## config.mk

```make
export PLATFORM = sky130hd
export DESIGN_NAME = dmem_arbiter
export DESIGN_NICKNAME = d
export VERILOG_FILES = /design/src/rtl/dmem_arb_pkg.sv /design/src/rtl/dmem_arb_starve_counter.sv /design/src/rtl/dmem_arbiter.sv
export SDC_FILE = /design/constraint.sdc
export NUM_CORES = 1
export LEC_CHECK = 0
export CORE_AREA = 2 2 117 119
export CTS_CLUSTER_SIZE = 25
export DETAILED_ROUTE_END_ITERATION = 8
export DIE_AREA = 0 0 119 121
export HOLD_SLACK_MARGIN = 0.05
export PLACE_DENSITY_LB_ADDON = 0.05
export REMOVE_ABC_BUFFERS = 1
export SETUP_SLACK_MARGIN = 0.2
export SLEW_MARGIN = 10
export SYNTH_ARGS = -nofsm -noshare
export SYNTH_HDL_FRONTEND = slang
export SYNTH_SLANG_ARGS = --single-unit
```

## constraint.sdc

```tcl
create_clock -name Clk -period 4.39 [get_ports Clk]
set_input_delay 0.6585 -clock Clk [delete_from_list [all_inputs] [get_ports Clk]]
set_output_delay 0.6585 -clock Clk [all_outputs]
set_load 0.1 [all_outputs]
```

## src/rtl/dmem_arb_pkg.sv

```systemverilog
// Shared types for the data-memory arbiter.
// FSM state encoding and the default starvation limit.
package dmem_arb_pkg;

  typedef enum logic [1:0] {
    CPU_OWN  = 2'b00,
    HOST_ACC = 2'b01,
    HOST_ACK = 2'b10
  } state_t;

  localparam int STARVE_LIMIT_DEF = 8;

endpackage

```

## src/rtl/dmem_arb_starve_counter.sv

```systemverilog
// Starvation guard: counts contended CPU_OWN cycles.
// Flags a hit on the LIMIT-th consecutive contended cycle.
module dmem_arb_starve_counter
  import dmem_arb_pkg::*;
#(
  parameter int LIMIT = STARVE_LIMIT_DEF
) (
  input  logic i_clk,
  input  logic i_rst,
  input  logic i_inc,
  input  logic i_clr,
  output logic o_hit
);

  localparam int CW = $clog2(LIMIT + 1);
  localparam logic [CW-1:0] HIT_VAL = CW'(LIMIT - 1);

  logic [CW-1:0] r_cnt;

  always_ff @(posedge i_clk) begin
    if (i_rst || i_clr) begin
      r_cnt <= '0;
    end else if (i_inc) begin
      r_cnt <= r_cnt + CW'(1);
    end
  end

  assign o_hit = i_inc && (r_cnt == HIT_VAL);

endmodule

```

## src/rtl/dmem_arbiter.sv

```systemverilog
// Shares the data memory between the MEM stage and a host port.
// Optional starvation guard: define DMEM_ARB_STARVE_EN.
module dmem_arbiter
  import dmem_arb_pkg::*;
#(
  parameter int ADDR_W       = 32,
  parameter int DATA_W       = 32,
  parameter int STARVE_LIMIT = STARVE_LIMIT_DEF
) (
  input  logic              Clk,
  input  logic              Reset,
  input  logic              CpuReq,
  input  logic              CpuWrite,
  input  logic              CpuByte,
  input  logic              CpuHalf,
  input  logic [ADDR_W-1:0] CpuAddr,
  input  logic [DATA_W-1:0] CpuWData,
  output logic              CpuStall,
  output logic [DATA_W-1:0] CpuRData,
  input  logic              HostReq,
  input  logic              HostWrite,
  input  logic [ADDR_W-1:0] HostAddr,
  input  logic [DATA_W-1:0] HostWData,
  output logic              HostAck,
  output logic [DATA_W-1:0] HostRData,
  output logic [ADDR_W-1:0] MemAddr,
  output logic [DATA_W-1:0] MemWData,
  output logic              MemWrite,
  output logic              MemRead,
  output logic              MemByte,
  output logic              MemHalf,
  input  logic [DATA_W-1:0] MemRData
);

  state_t            r_state;
  logic              r_host_ack;
  logic [DATA_W-1:0] r_host_rdata;
  logic [ADDR_W-1:0] r_h_addr;
  logic [DATA_W-1:0] r_h_wdata;
  logic              r_h_write;

  logic w_own;
  logic w_host_sel;
  logic w_contend;
  logic w_starve_hit;
  logic w_grant;

  assign w_own      = (r_state == CPU_OWN);
  assign w_host_sel = (r_state == HOST_ACC);
  assign w_contend  = w_own && HostReq && CpuReq;
  assign w_grant    = w_own && HostReq && (!CpuReq || w_starve_hit);

`ifdef DMEM_ARB_STARVE_EN
  dmem_arb_starve_counter #(
    .LIMIT (STARVE_LIMIT)
  ) u_starve (
    .i_clk (Clk),
    .i_rst (Reset),
    .i_inc (w_contend),
    .i_clr (w_grant),
    .o_hit (w_starve_hit)
  );
`else
  logic w_unused_guard;
  assign w_unused_guard = w_contend & (STARVE_LIMIT > 0);
  assign w_starve_hit   = 1'b0;
`endif

  // Host fields are latched at the grant edge so the host may move on.
  always_ff @(posedge Clk) begin
    if (Reset) begin
      r_state      <= CPU_OWN;
      r_host_ack   <= 1'b0;
      r_host_rdata <= '0;
      r_h_addr     <= '0;
      r_h_wdata    <= '0;
      r_h_write    <= 1'b0;
    end else begin
      case (r_state)
        CPU_OWN: begin
          r_host_ack <= 1'b0;
          if (w_grant) begin
            r_state   <= HOST_ACC;
            r_h_addr  <= HostAddr;
            r_h_wdata <= HostWData;
            r_h_write <= HostWrite;
          end
        end
        HOST_ACC: begin
          r_state    <= HOST_ACK;
          r_host_ack <= 1'b1;
          if (!r_h_write) begin
            r_host_rdata <= MemRData;
          end
        end
        HOST_ACK: begin
          r_state    <= CPU_OWN;
          r_host_ack <= 1'b0;
        end
        default: begin
          r_state    <= CPU_OWN;
          r_host_ack <= 1'b0;
        end
      endcase
    end
  end

  assign HostAck   = r_host_ack;
  assign HostRData = r_host_rdata;
  assign CpuRData  = MemRData;
  assign CpuStall  = !Reset && w_host_sel && CpuReq;

  assign MemAddr  = w_host_sel ? r_h_addr  : CpuAddr;
  assign MemWData = w_host_sel ? r_h_wdata : CpuWData;
  assign MemByte  = w_host_sel ? 1'b0 : CpuByte;
  assign MemHalf  = w_host_sel ? 1'b0 : CpuHalf;

  assign MemWrite = !Reset &&
    (w_host_sel ? r_h_write : (CpuReq && CpuWrite));
  assign MemRead  = !Reset &&
    (w_host_sel ? !r_h_write : (CpuReq && !CpuWrite));

endmodule

```

==> results of run 1 <==
-- power by group through the flow --
stage          clock (mW)  sequential, mW  combinational, mW
2_1_floorplan           0            1.05              0.462
3_3_place_gp            0           0.988              0.946
3_5_place_dp            0           0.989              0.953
4_1_cts             0.853           0.969              0.956
5_1_grt             0.892           0.973              0.984
6_report            0.837           0.969              0.951
-- worst max-delay path: stages (launching register included) --
cell	delay, ps
sky130_fd_sc_hd__dfxtp_1	440
sky130_fd_sc_hd__nand2b_4	390
sky130_fd_sc_hd__and2_1	180
sky130_fd_sc_hd__clkdlybuf4s50_1	1120
-- sequential cells by signal (all words and copies together) (netlist names) --
name / count
HostAck: 1
HostRData: 32
r_h_addr: 32
r_h_wdata: 32
r_h_write: 1
r_state: 2
-- per-layer routing --
| metal | up-vias | track usage (%) | share of wire [%] |
|---|---|---|---|
| li1 | 2235 | - | - |
| met1 | 2017 | 22.9 | 42 |
| met2 | 185 | 34.7 | 49 |
| met3 | 11 | 5.92 | 8.0 |
| met4 | 0 | 5.13 | 0.90 |
| met5 | - | 0 | 0 |
-- per-stage QoR --
stage / worst slack [ps] / std cells / util (%) / hold slack (ps) / TNS (ps)
floorplan: -1620 / 470 / - / 428 / -106100
global placement: 1380 / 952 / 54.7 / 440 / 0
detailed placement: 1400 / 952 / 54.7 / 446 / 0
CTS: 1240 / 968 / 57.1 / 456 / 0
global route: 1110 / 968 / 57.1 / 472 / 0
finish: 1270 / 968 / 57.1 / 453 / 0
-- placed cells by master (no fill, tap or decap), drive strengths merged --
| cell type | synthesis | layout |
|---|---|---|
| and2 | 3 | 3 |
| buf | 53 | 74 |
| nor2 | 3 | 3 |
| clkdlybuf4s50 | 0 | 232 |
| nand2b | 1 | 1 |
| bufinv | 0 | 1 |
| a21oi | 98 | 98 |
| clkinvlp | 0 | 1 |
| mux2 | 64 | 64 |
| nand3b | 1 | 1 |
| dfxtp | 100 | 100 |
| nor4b | 1 | 1 |
| or3b | 1 | 1 |
| clkbuf | 19 | 13 |
| a211oi | 1 | 1 |
| or4b | 1 | 1 |
| nand2 | 195 | 195 |
| nor3b | 1 | 1 |
| clkinv | 0 | 1 |
-- Yosys cell counts --
library cell,number
sky130_fd_sc_hd__nand2_1,195
sky130_fd_sc_hd__dfxtp_1,100
sky130_fd_sc_hd__a21oi_1,98
sky130_fd_sc_hd__mux2_2,64
sky130_fd_sc_hd__buf_4,37
sky130_fd_sc_hd__clkbuf_1,19
sky130_fd_sc_hd__buf_2,12
sky130_fd_sc_hd__buf_6,4
sky130_fd_sc_hd__and2_1,3
sky130_fd_sc_hd__nor2_1,3
sky130_fd_sc_hd__a211oi_1,1
sky130_fd_sc_hd__nand2b_1,1
sky130_fd_sc_hd__nand3b_1,1
sky130_fd_sc_hd__nor3b_2,1
sky130_fd_sc_hd__nor4b_1,1
sky130_fd_sc_hd__or3b_2,1
sky130_fd_sc_hd__or4b_1,1
-- cells by family (layout without fill, tap and decap cells) --
group,count (synthesis),after routing,share of synthesized area (%)
AO/OA/AOI/OAI,99,99,11.1
buffers and inverters,72,322,10.1
flip-flops,100,100,44.6
multiplexers,64,64,16.0
AND/OR/NAND/NOR,207,207,18.2
-- worst paths after layout --
| kind | cells after the start | slack, ps | to | start |
|---|---|---|---|---|
| setup / recovery | 3 | 1270 | MemHalf | r_state[1]$_SDFFE_PP0P_ |
| hold / removal | 2 | 450 | r_h_wdata[6]$_SDFFE_PP0P_ | r_h_wdata[6]$_SDFFE_PP0P_ |
| setup reg to reg | 4 | 2580 | r_h_addr[17]$_SDFFE_PP0P_ | r_state[1]$_SDFFE_PP0P_ |
| hold reg to reg | 2 | 450 | r_h_wdata[6]$_SDFFE_PP0P_ | r_h_wdata[6]$_SDFFE_PP0P_ |
-- layout make-up --
type,count,area (um^2)
fillers,1256,5610
repair buffers,306,2880
multi-input cells,370,2050
flip-flops and latches,100,2000
clock buffers,13,280
well taps,176,220
clock inverters,3,42.5
==> flow_metrics.py, run 1 <==
metrics = {
    "critical_path": {
        "crit_type": "reg -> out",
        "worstPathArrival_ps": 2470,
        "cp.required_ps": 3730,
        "crit_fanout": 27,
        "critPathLaunchType": "register",
        "cp-end-kind": "primary output",
    },
    "global_routing": {
        "grt_first_pass_wirelength_mm": 22.4,
        "antenna_violations_before_repair": 0,
        "first_global_vias": 4333,
        "track_usage_pct": 19.5,
        "grt_max_degree": 67,
        "grt_overflow_total": 0,
    },
    "logic_synthesis": {
        "synth_area_leader_cell": "sky130_fd_sc_hd__dfxtp_1",
        "yosys-top-cells-area": "sky130_fd_sc_hd__dfxtp_1, sky130_fd_sc_hd__nand2_1, sky130_fd_sc_hd__mux2_2, sky130_fd_sc_hd__a21oi_1, sky130_fd_sc_hd__buf_4",
        "avgSynthCellArea_um2": 8.29,
        "synth_area_um2": 4490,
        "synth-seq-area-share_pct": 44.6,
        "netlist_instances": 542,
        "synth_top_area_share_pct": 44.6,
        "count_of_distinct_cell_types_in_the_synthesized_netlist": 17,
        "synth_warnings": 0,
        "postSynthRegisterBits": 100,
    },
    "timing": {
        "slew_at_the_pin_with_the_worst_max_slew_slack_ps": 1010,
        "relSlewSlack_pct": 32.2,
        "timing.final.setup_violations": 0,
        "timing.fmax_mhz": 320,
        "slew_violations": 0,
        "fin_crit_ps": 3120,
        "clock_skew_ps": 9.53,
        "setup_repair_after_global_routing_missed_its_margin": "false",
        "hold_viol_final": 0,
        "post-route-period-util_pct": 71.2,
    },
    "clock_network": {
        "cts_num_sinks": 100,
        "htreeDepth": 3,
        "insertion_delay_ps": 330,
        "cts.hold.buffers_added": 0,
        "cts.root.buffer_cell": "sky130_fd_sc_hd__clkbuf_16",
        "post-cts-setup-buffers": 0,
        "clk_pin_slew_worst_paths_ps": 60,
        "tritoncts": "yes",
        "cts-root-to-sink-buffers": 2,
        "post_cts_resize_count": 0,
        "cts_made_buffers": 9,
    },
    "layout": {
        "postLayoutCellArea_um2": 7480,
        "fin_nets": 955,
        "antenna-diode-count": 0,
        "area.growth.synth_to_final_pct": 66.5,
        "layout-drive-gt1-share_pct": 20.1,
    },
    "floorplanning": {
        "dieArea_um2": 14400,
        "die_h_um": 121,
        "fp.coreArea_um2": 13100,
        "placementRows": 42,
        "effective_utilization_at_floorplan_pct": 34.3,
        "io_pins": 302,
        "dieWidth_um": 119,
    },
    "run": {
        "cap_viol_max_count": 0,
    },
    "power_and_ir_drop": {
        "p_clk_share_pct": 30.4,
        "power.switching_fraction_pct": 36.9,
        "total_leakage_power_nw": 2.83,
        "totalPowerFinal_mw": 2.76,
        "seq_power_share_pct": 35.1,
        "total_switching_power_mw": 1.02,
        "power_frac_comb_pct": 34.5,
        "internal_power_consumption_mw": 1.74,
        "vdd.ir_drop.worst_uv": 173,
        "power.density_nw_per_um2": 369,
    },
    "placement": {
        "postPlaceCellArea_um2": 7150,
        "dp.final_hpwl_mm": 10.8,
        "gpl.final_weighted_congestion": 0.736,
        "portBuffers": 301,
    },
    "route": {
        "postRouteAntennaNets": 0,
        "routed_via_density": 4.60,
        "route.vias.total": 4448,
        "drt_iter0_drcs": 158,
        "route.detailed.wl_per_inst_um": 15.5,
        "detail_route.first_pass.iterations": 4,
        "remaining_drc_errors": 0,
        "drt-total-wl_mm": 15.0,
    },
    "run_status": {
        "outcome": "finished clean",
    },
    "hold_path": {
        "hp-class": "reg -> reg",
    },
}
Power figures use the tool's default switching activity.
==> run 2: changes to the inputs <==
- CORE_AREA: 2 2 117 119 -> default
- CORE_ASPECT_RATIO: default -> 1.2
- CORE_UTILIZATION: default -> 32
- DIE_AREA: 0 0 119 121 -> default
- clock period: 4.39 -> 2.79 ns (I/O delays scaled with it)
==> run 2 against run 1 <==
Compared with the run above:
- global-route usage rose by 0.82 points
- wire length rose by 0.50%
- worst hold slack improved by 1.9 ps
- via count rose by 2.0%
==> flow_metrics.py, run 2 (synthesis results as in run 1) <==
metrics = {
    "placement": {
        "portBuffers": 301,
        "dp.final_hpwl_mm": 11.4,
        "gpl.final_weighted_congestion": 0.758,
    },
    "timing": {
        "fin_crit_ps": 2340,
        "setup_repair_after_global_routing_missed_its_margin": "false",
        "post-route-period-util_pct": 83.7,
        "timing.fmax_mhz": 428,
        "relSlewSlack_pct": 58.9,
        "slew_at_the_pin_with_the_worst_max_slew_slack_ps": 616,
        "final.setup.tns_ps": 0,
        "timing.final.setup_violations": 0,
        "slew_violations": 0,
        "clock_skew_ps": 3.70,
        "hold_viol_final": 0,
    },
    "critical_path": {
        "critPathLaunchType": "register",
        "worstPathArrival_ps": 1920,
        "critical-path-max-stage-delay_ps": 440,
        "crit_fanout": 70,
        "cp.required_ps": 2370,
        "cpMaxStageDelayCell": "sky130_fd_sc_hd__dfxtp_1",
        "worstPathBufferInverterCount": 2,
        "critPathMostFrequentCell": "sky130_fd_sc_hd__buf_12",
        "critical_path.cell_chain": "nand2b_4 -> buf_12 -> mux2_2 -> buf_12",
        "crit_type": "reg -> out",
        "cp-end-kind": "primary output",
        "critical-path-top-delay-family": "buffers and inverters",
    },
    "power_and_ir_drop": {
        "vdd.ir_drop.worst_uv": 285,
        "seq_power_share_pct": 34.8,
        "total_leakage_power_nw": 3.23,
        "power.density_nw_per_um2": 536,
        "internal_power_consumption_mw": 2.74,
        "power_frac_comb_pct": 39.1,
        "p_clk_share_pct": 26.1,
        "total_switching_power_mw": 1.64,
        "power.switching_fraction_pct": 37.3,
    },
    "layout": {
        "ff_latch_area_um2": 2000,
        "area.growth.synth_to_final_pct": 82.0,
        "layout-drive-gt1-share_pct": 28.6,
        "nFillCells": 1207,
        "util_after_layout_pct": 59.4,
        "mostFrequentLayoutCell": "sky130_fd_sc_hd__nand2_1",
        "fin_nets": 959,
        "multi_input_comb_area_um2": 2050,
        "commonest_cells_after_routing_fill_and_taps_aside": "sky130_fd_sc_hd__nand2_1, sky130_fd_sc_hd__clkdlybuf4s50_1, sky130_fd_sc_hd__dfxtp_1",
    },
    "clock_network": {
        "insertion_delay_ps": 340,
        "cts_made_buffers": 9,
        "post_cts_resize_count": 0,
        "clk_pin_slew_worst_paths_ps": 60,
        "cts.root.buffer_cell": "sky130_fd_sc_hd__clkbuf_16",
        "tritoncts": "yes",
        "htreeDepth": 3,
        "cts-root-to-sink-buffers": 2,
        "cts_num_sinks": 100,
        "cts.hold.buffers_added": 0,
        "post-cts-setup-buffers": 0,
    },
    "global_routing": {
        "track_usage_pct": 20.3,
        "antenna_violations_before_repair": 1,
        "first_global_vias": 4408,
        "grt_first_pass_wirelength_mm": 22.7,
        "grt_max_degree": 71,
        "grt_overflow_total": 0,
    },
    "hold_path": {
        "hp-class": "reg -> reg",
    },
    "floorplanning": {
        "fp.coreArea_um2": 13800,
        "dieWidth_um": 110,
        "effective_utilization_at_floorplan_pct": 32.6,
        "io_pins": 302,
        "dieArea_um2": 14500,
        "placementRows": 47,
        "die_h_um": 132,
    },
    "route": {
        "route.vias.total": 4536,
        "drt_iter0_drcs": 114,
        "remaining_drc_errors": 0,
        "postRouteAntennaNets": 0,
        "route.detailed.wl_per_inst_um": 15.5,
        "routed_via_density": 4.69,
        "drt-total-wl_mm": 15.0,
        "detail_route.first_pass.iterations": 4,
    },
    "run_status": {
        "outcome": "finished clean",
    },
    "run": {
        "cap_viol_max_count": 0,
    },
}
-- run 2: cell type report --
cell class                      instances  share of cell area, %
Multi-Input combinational cell        370                   25.1
Clock buffer                           11                   2.97
Timing Repair Buffer                  310                   44.4
Antenna cell                            1                 0.0306
Clock inverter                          5                  0.337
Sequential cell                       100                   24.5
Tap cell                              171                   2.62
-- run 2: worst register-to-register path, stage by stage (launching register included) --
cell and delay (ps):
sky130_fd_sc_hd__dfxtp_1 370, sky130_fd_sc_hd__or4b_2 740, sky130_fd_sc_hd__buf_4 260, sky130_fd_sc_hd__nand2_1 110, sky130_fd_sc_hd__a21oi_1 60
-- run 2: metrics by stage --
| stage | cells | cell area, um^2 | hold slack, ps | setup slack (ps) | power [mW] |
|---|---|---|---|---|---|
| 2_1_floorplan | 470 | 4040 | 428 | -2980 | 2.38 |
| 3_3_place_gp | 951 | 7900 | 439 | 639 | 3.26 |
| 3_5_place_dp | 951 | 7900 | 445 | 605 | 3.28 |
| 4_1_cts | 967 | 8170 | 454 | 417 | 4.42 |
| 5_1_grt | 968 | 8170 | 474 | 297 | 4.54 |
| 6_report | 968 | 8170 | 455 | 454 | 4.38 |
-- run 2: metal layers --
metal	up-vias	GRT usage, %	routed length (um)
li1	2242	-	-
met1	2076	22.4	5660
met2	202	36.9	7910
met3	16	4.55	1200
met4	0	7.97	272
met5	-	0	0
-- run 2: worst paths after layout --
| path | startpoint | slack (ps) | end | cells past startpoint |
|---|---|---|---|---|
| hold / removal | r_h_addr[30]$_SDFFE_PP0P_ | 460 | r_h_addr[30]$_SDFFE_PP0P_ | 2 |
| setup reg to reg | r_state[1]$_SDFFE_PP0P_ | 1110 | r_h_wdata[11]$_SDFFE_PP0P_ | 4 |
| hold reg to reg | r_h_addr[30]$_SDFFE_PP0P_ | 460 | r_h_addr[30]$_SDFFE_PP0P_ | 2 |
| setup / recovery | r_state[1]$_SDFFE_PP0P_ | 450 | MemWData[8] | 4 |
-- run 2: power groups by stage --
| stage | sequential, mW | combinational (mW) | clock [mW] |
|---|---|---|---|
| 3_5_place_dp | 1.56 | 1.72 | 0 |
| 3_3_place_gp | 1.55 | 1.71 | 0 |
| 5_1_grt | 1.53 | 1.77 | 1.24 |
| 2_1_floorplan | 1.65 | 0.726 | 0 |
| 6_report | 1.52 | 1.71 | 1.14 |
| 4_1_cts | 1.53 | 1.72 | 1.18 |
==> run 3: changes to the inputs <==
- CORE_AREA: default -> 2 2 119 121
- CORE_ASPECT_RATIO: 1.2 -> default
- CORE_UTILIZATION: 32 -> default
- DIE_AREA: default -> 0 0 121 123
- clock period: 2.79 -> 2.4 ns (I/O delays scaled with it)
==> run 3 against run 2 <==
Compared with the run above:
- first-iteration DRC count grew 69%
- combinational power grew 17%
- final cell count grew 0.62%
- clock power grew 37%
- power grew 22%
- critical path type unchanged
- critical endpoint is now MemAddr[29]
- largest cell class unchanged
- highest routed layer unchanged
==> flow_metrics.py, run 3 (synthesis results as in run 1) <==
metrics = {
    "layout": {
        "commonest_cells_after_routing_fill_and_taps_aside": "sky130_fd_sc_hd__nand2_1, sky130_fd_sc_hd__clkdlybuf4s50_1, sky130_fd_sc_hd__dfxtp_1",
        "mostFrequentLayoutCell": "sky130_fd_sc_hd__nand2_1",
        "antenna-diode-count": 0,
        "fin_nets": 957,
        "postLayoutCellArea_um2": 8300,
        "nFillCells": 1150,
        "util_after_layout_pct": 61.0,
        "finish.cell_count_without_fillers": 974,
        "area.growth.synth_to_final_pct": 84.8,
        "layout-drive-gt1-share_pct": 28.8,
    },
    "placement": {
        "place_ws_ps": 270,
        "portBuffers": 301,
        "numPlacedInstances": 958,
        "dp.final_hpwl_mm": 11.4,
        "gpl.final_weighted_congestion": 0.750,
        "postPlaceCellArea_um2": 7950,
    },
    "timing": {
        "timing.final.setup_violations": 0,
        "setup_repair_after_global_routing_missed_its_margin": "false",
        "timing.fmax_mhz": 477,
        "fin_crit_ps": 2100,
        "clock_skew_ps": 3.40,
        "slew_violations": 0,
        "relSlewSlack_pct": 32.3,
        "final.setup.tns_ps": 0,
        "finalWorstSetupSlack_ps": 303,
        "post-route-period-util_pct": 87.4,
        "slew_at_the_pin_with_the_worst_max_slew_slack_ps": 1020,
        "hold_viol_final": 0,
        "hold-worst-slack_ps": 239,
    },
    "global_routing": {
        "track_usage_pct": 19.7,
        "grt_overflow_total": 0,
        "first_global_vias": 4408,
        "grt_max_degree": 97,
        "grt_first_pass_wirelength_mm": 23.0,
        "antenna_violations_before_repair": 0,
    },
    "route": {
        "route.detailed.wl_per_inst_um": 15.6,
        "remaining_drc_errors": 0,
        "drt_iter0_drcs": 193,
        "route.vias.total": 4517,
        "detailroute.wirelength.met3_mm": 1.18,
        "maxUsedRoutingLayer": "met4",
        "postRouteAntennaNets": 0,
        "drt-total-wl_mm": 15.2,
        "met2RoutedLength_mm": 7.47,
        "routed_via_density": 4.64,
        "detail_route.wirelength.met1_mm": 6.25,
        "detail_route.first_pass.iterations": 7,
    },
    "hold_path": {
        "hp-class": "in -> reg",
    },
    "power_and_ir_drop": {
        "totalPowerFinal_mw": 5.33,
        "seq_power_share_pct": 33.2,
        "p_clk_share_pct": 29.2,
        "total_switching_power_mw": 1.90,
        "vdd.ir_drop.worst_uv": 314,
        "power.switching_fraction_pct": 35.7,
        "total_leakage_power_nw": 3.28,
        "internal_power_consumption_mw": 3.43,
        "power_frac_comb_pct": 37.5,
        "power.density_nw_per_um2": 642,
    },
    "clock_network": {
        "cts_num_sinks": 100,
        "insertion_delay_ps": 330,
        "clk_pin_slew_worst_paths_ps": 70,
        "cts.root.buffer_cell": "sky130_fd_sc_hd__clkbuf_16",
        "cts-root-to-sink-buffers": 2,
        "tritoncts": "yes",
        "htreeDepth": 3,
        "cts_made_buffers": 9,
    },
    "critical_path": {
        "cp.required_ps": 2040,
        "crit_fanout": 38,
        "crit_type": "reg -> out",
        "worstPathArrival_ps": 1740,
        "cp-end-kind": "primary output",
        "critPathLaunchType": "register",
    },
    "floorplanning": {
        "fp.coreArea_um2": 13600,
        "io_pins": 302,
        "effective_utilization_at_floorplan_pct": 33.0,
        "dieArea_um2": 14900,
        "dieWidth_um": 121,
        "die_h_um": 123,
        "placementRows": 43,
    },
    "run_status": {
        "outcome": "finished clean",
    },
    "run": {
        "cap_viol_max_count": 0,
    },
}
[run 3: layer usage]
metal / vias up / GRT usage, %
met5: - / 0
met4: 0 / 7.05
met3: 17 / 4.61
met2: 197 / 34.4
met1: 2055 / 23.6
li1: 2248 / -
[run 3: worst paths after layout]
path	slack, ps	cells after the start	to	from
worst max-delay path	300	4	MemAddr[29]	r_state[1]$_SDFFE_PP0P_
worst min-delay path	240	2	r_h_write$_SDFFE_PP0P_	Reset
worst min register to register	450	2	r_h_wdata[14]$_SDFFE_PP0P_	r_h_wdata[14]$_SDFFE_PP0P_
worst max register to register	730	4	r_h_addr[4]$_SDFFE_PP0P_	r_state[0]$_SDFFE_PP0P_
[run 3: cell type report]
| cell class | count | area (um^2) | area share, % |
|---|---|---|---|
| repair buffers | 308 | 3680 | 44.3 |
| multi-input cells | 370 | 2060 | 24.8 |
| flip-flops and latches | 100 | 2000 | 24.1 |
| clock buffers | 14 | 294 | 3.54 |
| well taps | 180 | 225 | 2.71 |
| clock inverters | 2 | 38.8 | 0.467 |
[run 3: timing repair]
item | CTS | global route
pin swaps | 0 | 0
buffers inserted | 0 | 0
gates resized for setup | 3 | 2
endpoints found under the setup margin | 29 | 65
hold buffers | 0 | 0
[run 3: worst max-delay path: stages (launching register included)]
cell and delay, ps:
sky130_fd_sc_hd__dfxtp_2 390, sky130_fd_sc_hd__nand2b_4 180, sky130_fd_sc_hd__buf_12 220, sky130_fd_sc_hd__mux2_2 410
sky130_fd_sc_hd__buf_12 180
[run 3: power by group through the flow]
stage	Sequential [mW]	Combinational [mW]	Clock, mW
2_1_floorplan	1.92	0.844	0
3_3_place_gp	1.81	1.99	0
3_5_place_dp	1.81	2.01	0
4_1_cts	1.77	2.01	1.61
5_1_grt	1.78	2.07	1.67
6_report	1.77	2.00	1.56
